===== src/rtl/ce_clock_gen.sv =====
// ce_clock_gen
// Multi-channel NCO clock-enable generator running in the core (PLL CLKOP)
// clock domain. Each channel owns a phase accumulator and a programmable
// increment; the accumulator carry becomes a one-clk-wide enable strobe
// at f_clk * inc / 2^ACC_WIDTH. A per-channel lock flag rises once
// LOCK_PULSES consecutive strobes have been produced since the channel
// was last written, enabled or reset.
//
// Optional build macro CE_CLOCK_GEN_TOGGLE_EN adds the ce_tog output:
// one flop per channel toggling on every strobe (50% duty at f_ce/2).
//
// All outputs come straight from flops; there is no combinational path
// from any input to any output.
module ce_clock_gen #(
  parameter int NUM_CH      = 4,
  parameter int ACC_WIDTH   = 24,
  parameter int LOCK_PULSES = 4,
  localparam int CHW        = (NUM_CH > 1) ? $clog2(NUM_CH) : 1
) (
  input  logic                 clk,
  input  logic                 reset_n,
  input  logic                 wr_en,
  input  logic [CHW-1:0]       wr_ch,
  input  logic [ACC_WIDTH-1:0] wr_data,
  input  logic [NUM_CH-1:0]    ch_en,
  input  logic                 sync,
  output logic [NUM_CH-1:0]    ce,
`ifdef CE_CLOCK_GEN_TOGGLE_EN
  output logic [NUM_CH-1:0]    ce_tog,
  output logic [NUM_CH-1:0]    lock
`else
  output logic [NUM_CH-1:0]    lock
`endif
);

  localparam logic [7:0] LOCK_TC   = 8'(LOCK_PULSES);
  localparam logic [7:0] LOCK_LAST = 8'(LOCK_PULSES - 1);

  logic [ACC_WIDTH-1:0] r_acc [NUM_CH];
  logic [ACC_WIDTH-1:0] r_inc [NUM_CH];
  logic [7:0]           r_cnt [NUM_CH];
  logic [NUM_CH-1:0]    r_ce;
  logic [NUM_CH-1:0]    r_lock;

  logic [ACC_WIDTH:0]   w_sum [NUM_CH];
  logic [NUM_CH-1:0]    w_wr_hit;

  // Per-channel add with carry, and write decode (out-of-range wr_ch never matches).
  always_comb begin
    for (int i = 0; i < NUM_CH; i++) begin
      w_sum[i]    = {1'b0, r_acc[i]} + {1'b0, r_inc[i]};
      w_wr_hit[i] = wr_en && (wr_ch == CHW'(i));
    end
  end

  // Accumulators, increments, strobes and lock tracking; write beats sync beats disable.
  always_ff @(posedge clk) begin
    if (!reset_n) begin
      for (int i = 0; i < NUM_CH; i++) begin
        r_acc[i] <= '0;
        r_inc[i] <= '0;
        r_cnt[i] <= '0;
      end
      r_ce   <= '0;
      r_lock <= '0;
    end else begin
      for (int i = 0; i < NUM_CH; i++) begin
        if (w_wr_hit[i]) begin
          r_inc[i]  <= wr_data;
          r_acc[i]  <= '0;
          r_ce[i]   <= 1'b0;
          r_lock[i] <= 1'b0;
          r_cnt[i]  <= '0;
        end else if (sync) begin
          // Phase alignment keeps lock history unless the channel is also stopped.
          r_acc[i] <= '0;
          r_ce[i]  <= 1'b0;
          if (!ch_en[i]) begin
            r_lock[i] <= 1'b0;
            r_cnt[i]  <= '0;
          end
        end else if (!ch_en[i]) begin
          r_ce[i]   <= 1'b0;
          r_lock[i] <= 1'b0;
          r_cnt[i]  <= '0;
        end else begin
          r_acc[i] <= w_sum[i][ACC_WIDTH-1:0];
          r_ce[i]  <= w_sum[i][ACC_WIDTH];
          // Counter tracks strobes in the same cycle they appear on ce, so
          // lock rises together with the LOCK_PULSES-th strobe.
          if (w_sum[i][ACC_WIDTH] && (r_cnt[i] != LOCK_TC)) begin
            r_cnt[i] <= r_cnt[i] + 8'd1;
            if (r_cnt[i] == LOCK_LAST) begin
              r_lock[i] <= 1'b1;
            end
          end
        end
      end
    end
  end

  assign ce   = r_ce;
  assign lock = r_lock;

`ifdef CE_CLOCK_GEN_TOGGLE_EN
  logic [NUM_CH-1:0] r_tog;

  // Square-wave outputs: flip on every visible strobe, realigned by write or sync.
  always_ff @(posedge clk) begin
    if (!reset_n) begin
      r_tog <= '0;
    end else begin
      for (int i = 0; i < NUM_CH; i++) begin
        if (w_wr_hit[i] || sync) begin
          r_tog[i] <= 1'b0;
        end else begin
          r_tog[i] <= r_tog[i] ^ r_ce[i];
        end
      end
    end
  end

  assign ce_tog = r_tog;
`endif

endmodule


===== config.mk =====
export PLATFORM = sky130hd
export DESIGN_NAME = ce_clock_gen
export DESIGN_NICKNAME = d
export VERILOG_FILES = /design/src/rtl/ce_clock_gen.sv
export SDC_FILE = /design/constraint.sdc
export NUM_CORES = 1
export LEC_CHECK = 0
export CORE_MARGIN = 2
export CORE_UTILIZATION = 50
export CTS_CLUSTER_SIZE = 10
export DETAILED_ROUTE_END_ITERATION = 16
export PLACE_DENSITY = 0.7
export SLEW_MARGIN = 20
export SYNTH_ARGS = -nofsm -noshare
export SYNTH_HDL_FRONTEND = slang
export SYNTH_SLANG_ARGS = --single-unit

===== constraint.sdc =====
create_clock -name clk -period 2.6 [get_ports clk]
set_input_delay 0.39 -clock clk [delete_from_list [all_inputs] [get_ports clk]]
set_output_delay 0.39 -clock clk [all_outputs]
set_load 0.03 [all_outputs]

==> results of run 1 <==
==> cell usage after synthesis, types with 6 or more instances <==
cell | count | area [sq um]
a211oi_1 | 8 | 60.06
a21o_1 | 43 | 322.8
a21oi_1 | 95 | 475.5
a31oi_1 | 17 | 106.4
and2_1 | 110 | 688.2
and3_1 | 26 | 162.7
and4_1 | 7 | 61.31
clkbuf_1 | 30 | 112.6
dfxtp_1 | 8 | 160.2
edfxtp_1 | 224 | 6726
ha_1 | 104 | 1301
inv_1 | 32 | 120.1
nand2_1 | 82 | 307.8
nand3_1 | 50 | 250.2
nand3b_1 | 6 | 45.04
nand4_1 | 15 | 93.84
nor2_1 | 142 | 533.0
nor2_2 | 8 | 50.05
nor3_1 | 18 | 90.09
nor3b_1 | 13 | 97.59
nor4_1 | 9 | 56.30
o211ai_1 | 7 | 52.55
o21a_1 | 8 | 60.06
o21ai_0 | 47 | 235.2
o21bai_1 | 6 | 45.04
or3_1 | 6 | 37.54
or4_1 | 6 | 45.04
xnor2_1 | 43 | 376.6
xor2_1 | 52 | 455.4
==> repair_timing <==
action                                  in CTS  in global routing
endpoints found under the setup margin      61                 88
pin swaps                                   19                 25
resized for setup                           15                 48
buffers inserted                             6                  9
gates cloned                                 0                  0
==> worst max-delay path, delay by kind of cell, from the launching register on <==
kind / cells / cell delay, ps
compound gates: 5 / 950
flops: 1 / 370
fa+ha+maj: 2 / 580
buf+inv: 1 / 190
simple gates: 2 / 250
==> area by class of cell <==
| cell class | instances | share of cell area |
|---|---|---|
| timing repair buffer | 137 | 0.07156 |
| multi-input combinational | 1004 | 0.4291 |
| inverter | 32 | 0.007269 |
| tap | 378 | 0.02862 |
| clock buffer | 44 | 0.04596 |
| sequential | 232 | 0.4168 |
| antenna | 1 | 0.0001514 |
| clock inverter | 1 | 0.0005301 |
==> per-layer routing <==
| metal | wire [um] | part of all wire |
|---|---|---|
| met4 | 1018 | 0.031 |
| met1 | 15470 | 0.46 |
| met2 | 15070 | 0.45 |
| met5 | 0 | 0 |
| met3 | 1790 | 0.054 |
==> cells in the final DEF, fill, tap and decap left out, types with 6 or more instances in the layout <==
cell type        netlist  layout
xnor2_1               43      41
nand3_1               50      50
nand2_1               82      79
a21oi_1               95      93
o211ai_1               7       7
or3_1                  6       6
o21bai_1               6       6
ha_1                 104      94
clkdlybuf4s50_1        0      41
and3_1                26      25
nor2_1               142     132
a21o_1                43      43
and4_1                 7       7
dfxtp_1                8       8
o21a_1                 8       8
o21ai_0               47      43
edfxtp_1             224     224
buf_4                  0      87
inv_1                 32      32
a31oi_1               17      16
nor3_1                18      18
or4_1                  6       6
clkbuf_16              0      27
nand4_1               15      15
buf_6                  1       7
xor2_1                52      52
nand3b_1               6       6
clkbuf_1              30      15
nor3b_1               13      11
nor4_1                 9       9
nor2_2                 8      15
and2_1               110     110
==> logic make-up (layout without fill, tap and decap cells) <==
logic type / after synthesis / in the layout / synth area share
compound gates: 286 / 286 / 0.1358
xor+xnor: 95 / 95 / 0.05985
fa+ha+maj: 108 / 108 / 0.09936
buf+inv: 68 / 214 / 0.01935
flops: 232 / 232 / 0.4954
mux: 1 / 1 / 0.0007200
other cells: 0 / 1 / 0
simple gates: 514 / 514 / 0.1895
==> flip-flops by register name, summed over array words and instances (netlist names) <==
signal and cells:
r_inc 96, r_cnt 32, r_acc 96, lock 4, ce 4
==> how the worst max path moves through the flow <==
stage	end	slack, ps	depth (start not counted)
3_3_place_gp	r_cnt[0][2]$_SDFFCE_PN0P_	-110	10
6_report	r_cnt[0][7]$_SDFFCE_PN0P_	20	10
3_5_place_dp	r_cnt[3][7]$_SDFFCE_PN0P_	-150	9
2_1_floorplan	r_cnt[2][0]$_SDFFCE_PN0P_	-50	9
4_1_cts	r_cnt[1][4]$_SDFFCE_PN0P_	2	10
5_1_grt	r_cnt[0][7]$_SDFFCE_PN0P_	-100	10
==> power groups by stage <==
stage          sequential (mW)  clock, mW  combinational (mW)
2_1_floorplan             4.52          0                1.26
3_3_place_gp              4.55          0                1.80
3_5_place_dp              4.55          0                1.82
4_1_cts                   4.48       3.47                1.87
5_1_grt                   4.51       3.60                2.16
6_report                  4.49       3.41                1.95
==> metrics by stage <==
stage                     cells  worst slack [ps]  total power [mW]  area [sq um]  setup TNS [ps]
after global routing       1828            -96.77             10.26         16520           -3023
after floorplan            1304            -50.02             5.781         13950          -400.2
after global placement     1771            -110.9             6.346         15340           -1817
final                      1829             18.58             9.845         16520               0
after CTS                  1821             2.135             9.822         16230               0
after detailed placement   1771            -148.9             6.373         15340           -3709
==> impl_metrics.env, run 1 <==
export IMPL_outcome="finished, final reports clean"
export IMPL_row_count=61
export IMPL_ys_ff_latch=232
export IMPL_dp_hpwl_mm=23.00
export IMPL_worstPathCellList="ha_2 > fa_2 > a21o_1 > and4_4 > o32ai_4 > o211ai_2 > a31oi_2 > a311o_1 > buf_6 > nor2_1"
export IMPL_clkSinkCount=232
export IMPL_fin_worst_skew_ps=14.46
export IMPL_core_sq_mm=0.02755
export IMPL_reg2reg_depth=10
export IMPL_required_ps=2890
export IMPL_p_clk_frac=0.346
export IMPL_ys_warn_count=0
export IMPL_nNetsFinal=1576
export IMPL_worstSetupStartpoint="r_acc[0][0]$_SDFFCE_PN0P_"
export IMPL_syn_area_per_cell_sq_um=10.66
export IMPL_cts_made_buffers=27
export IMPL_drc=0
export IMPL_avgViaCountPerCell=5.682
export IMPL_htreeDepth=1
export IMPL_start_kind="flop"
export IMPL_syn_nets=1446
export IMPL_cp_arrival_ps=2870
export IMPL_ir_worst_vdd_mv=0.6041
export IMPL_firstDrtPassIters=4
export IMPL_hold_viol_final=0
export IMPL_ys_types=71
export IMPL_min_to="lock[3]$_SDFFE_PP0P_"
export IMPL_hold_path_class="flop to flop"
export IMPL_clk_latency_ps=540
export IMPL_end_kind="flop"
export IMPL_grt_pass1_wl_mm=52.13
export IMPL_period_share=0.9929
export IMPL_grt_usage=0.2279
export IMPL_synth_edf_count=224
export IMPL_clock_path_buffers=3
export IMPL_critPathMaxFanout=8
export IMPL_rr_endpoint="r_cnt[0][7]$_SDFFCE_PN0P_"
export IMPL_die_h_um=170.7
export IMPL_fillers=2262
export IMPL_hp_start="lock[3]$_SDFFE_PP0P_"
export IMPL_worst_pin_slew_ps=546.0
export IMPL_finalMaxSlewViolations=0
export IMPL_hold_buffers=0
export IMPL_drive_gt1_frac=0.1393
export IMPL_initial_utilization=0.5046
export IMPL_power_density_mw_per_mm2=595.8
export IMPL_grt_use_met1=0.3220
export IMPL_async_flop_share=0
export IMPL_setup_viol_count_final=0
export IMPL_swShare=0.2717
export IMPL_r2r_start="r_acc[0][0]$_SDFFCE_PN0P_"
export IMPL_routed_wl_mm=33.36
export IMPL_routedWlPerCell_um=18.24
export IMPL_fin_util=0.5997
export IMPL_dr_first_iter_drc_count=806
export IMPL_use_met2=0.3672
export IMPL_io_pins=42
export IMPL_dieWidth_um=170.7
export IMPL_seq_area_sq_mm=0.006887
export IMPL_combPwrFrac=0.198
export IMPL_synthFlopType="edfxtp_1"
export IMPL_grt_overflow_total=0
export IMPL_fmax_ghz=0.3874
export IMPL_worst_path_largest_cell_delay_ps=370
export IMPL_grt_antenna_before_repair=6
export IMPL_cts_root_buf="clkbuf_16"
export IMPL_grt_pass1_vias=10030
export IMPL_synth_area_sq_mm=0.01390
export IMPL_cts_tree="yes"
export IMPL_synthCells=1304
export IMPL_grt_use_met3=0.02984
export IMPL_holdPathStages=1
export IMPL_cp_slowest_cell="edfxtp_1"
export IMPL_power_switching_mw=2.675
export IMPL_top_usage_layer="met2"
export IMPL_rsz0062_at_grt="yes"
export IMPL_drv_cap=0
export IMPL_path_class="flop to flop"
export IMPL_die_area_sq_mm=0.02915
export IMPL_p_leak_nw=6.735
export IMPL_slew_headroom=0.6313
export IMPL_antenna_left=0
export IMPL_io_buffers=41
export IMPL_hold_ws_ps=465.5
export IMPL_multi_input_area_sq_mm=0.007091
export IMPL_grt_max_degree=26
export IMPL_gp_congestion=0.9042
export IMPL_period_minus_slack_ps=2581
export IMPL_syn_to_final_growth_pct=18.85
export IMPL_clk_pin_slew_worst_paths_ps=60
export IMPL_vias=10390
export IMPL_power_share_sequential=0.456
export IMPL_ys_seq_area_frac=0.4954
export IMPL_internal_power_mw=7.170
export IMPL_r2r_slack_ps=20
No activity file was read; power rests on OpenSTA's default activity.
==> run 2, diff against run 1 <==
--- a/config.mk
+++ b/config.mk
@@ -9,6 +9,7 @@
 export CORE_UTILIZATION = 50
 export CTS_CLUSTER_SIZE = 10
 export DETAILED_ROUTE_END_ITERATION = 16
+export GPL_ROUTABILITY_DRIVEN = 0
 export PLACE_DENSITY = 0.7
 export SLEW_MARGIN = 20
 export SYNTH_ARGS = -nofsm -noshare
==> results of run 2 <==
No change in the layout: final DEF, timing and power equal those of run 1.
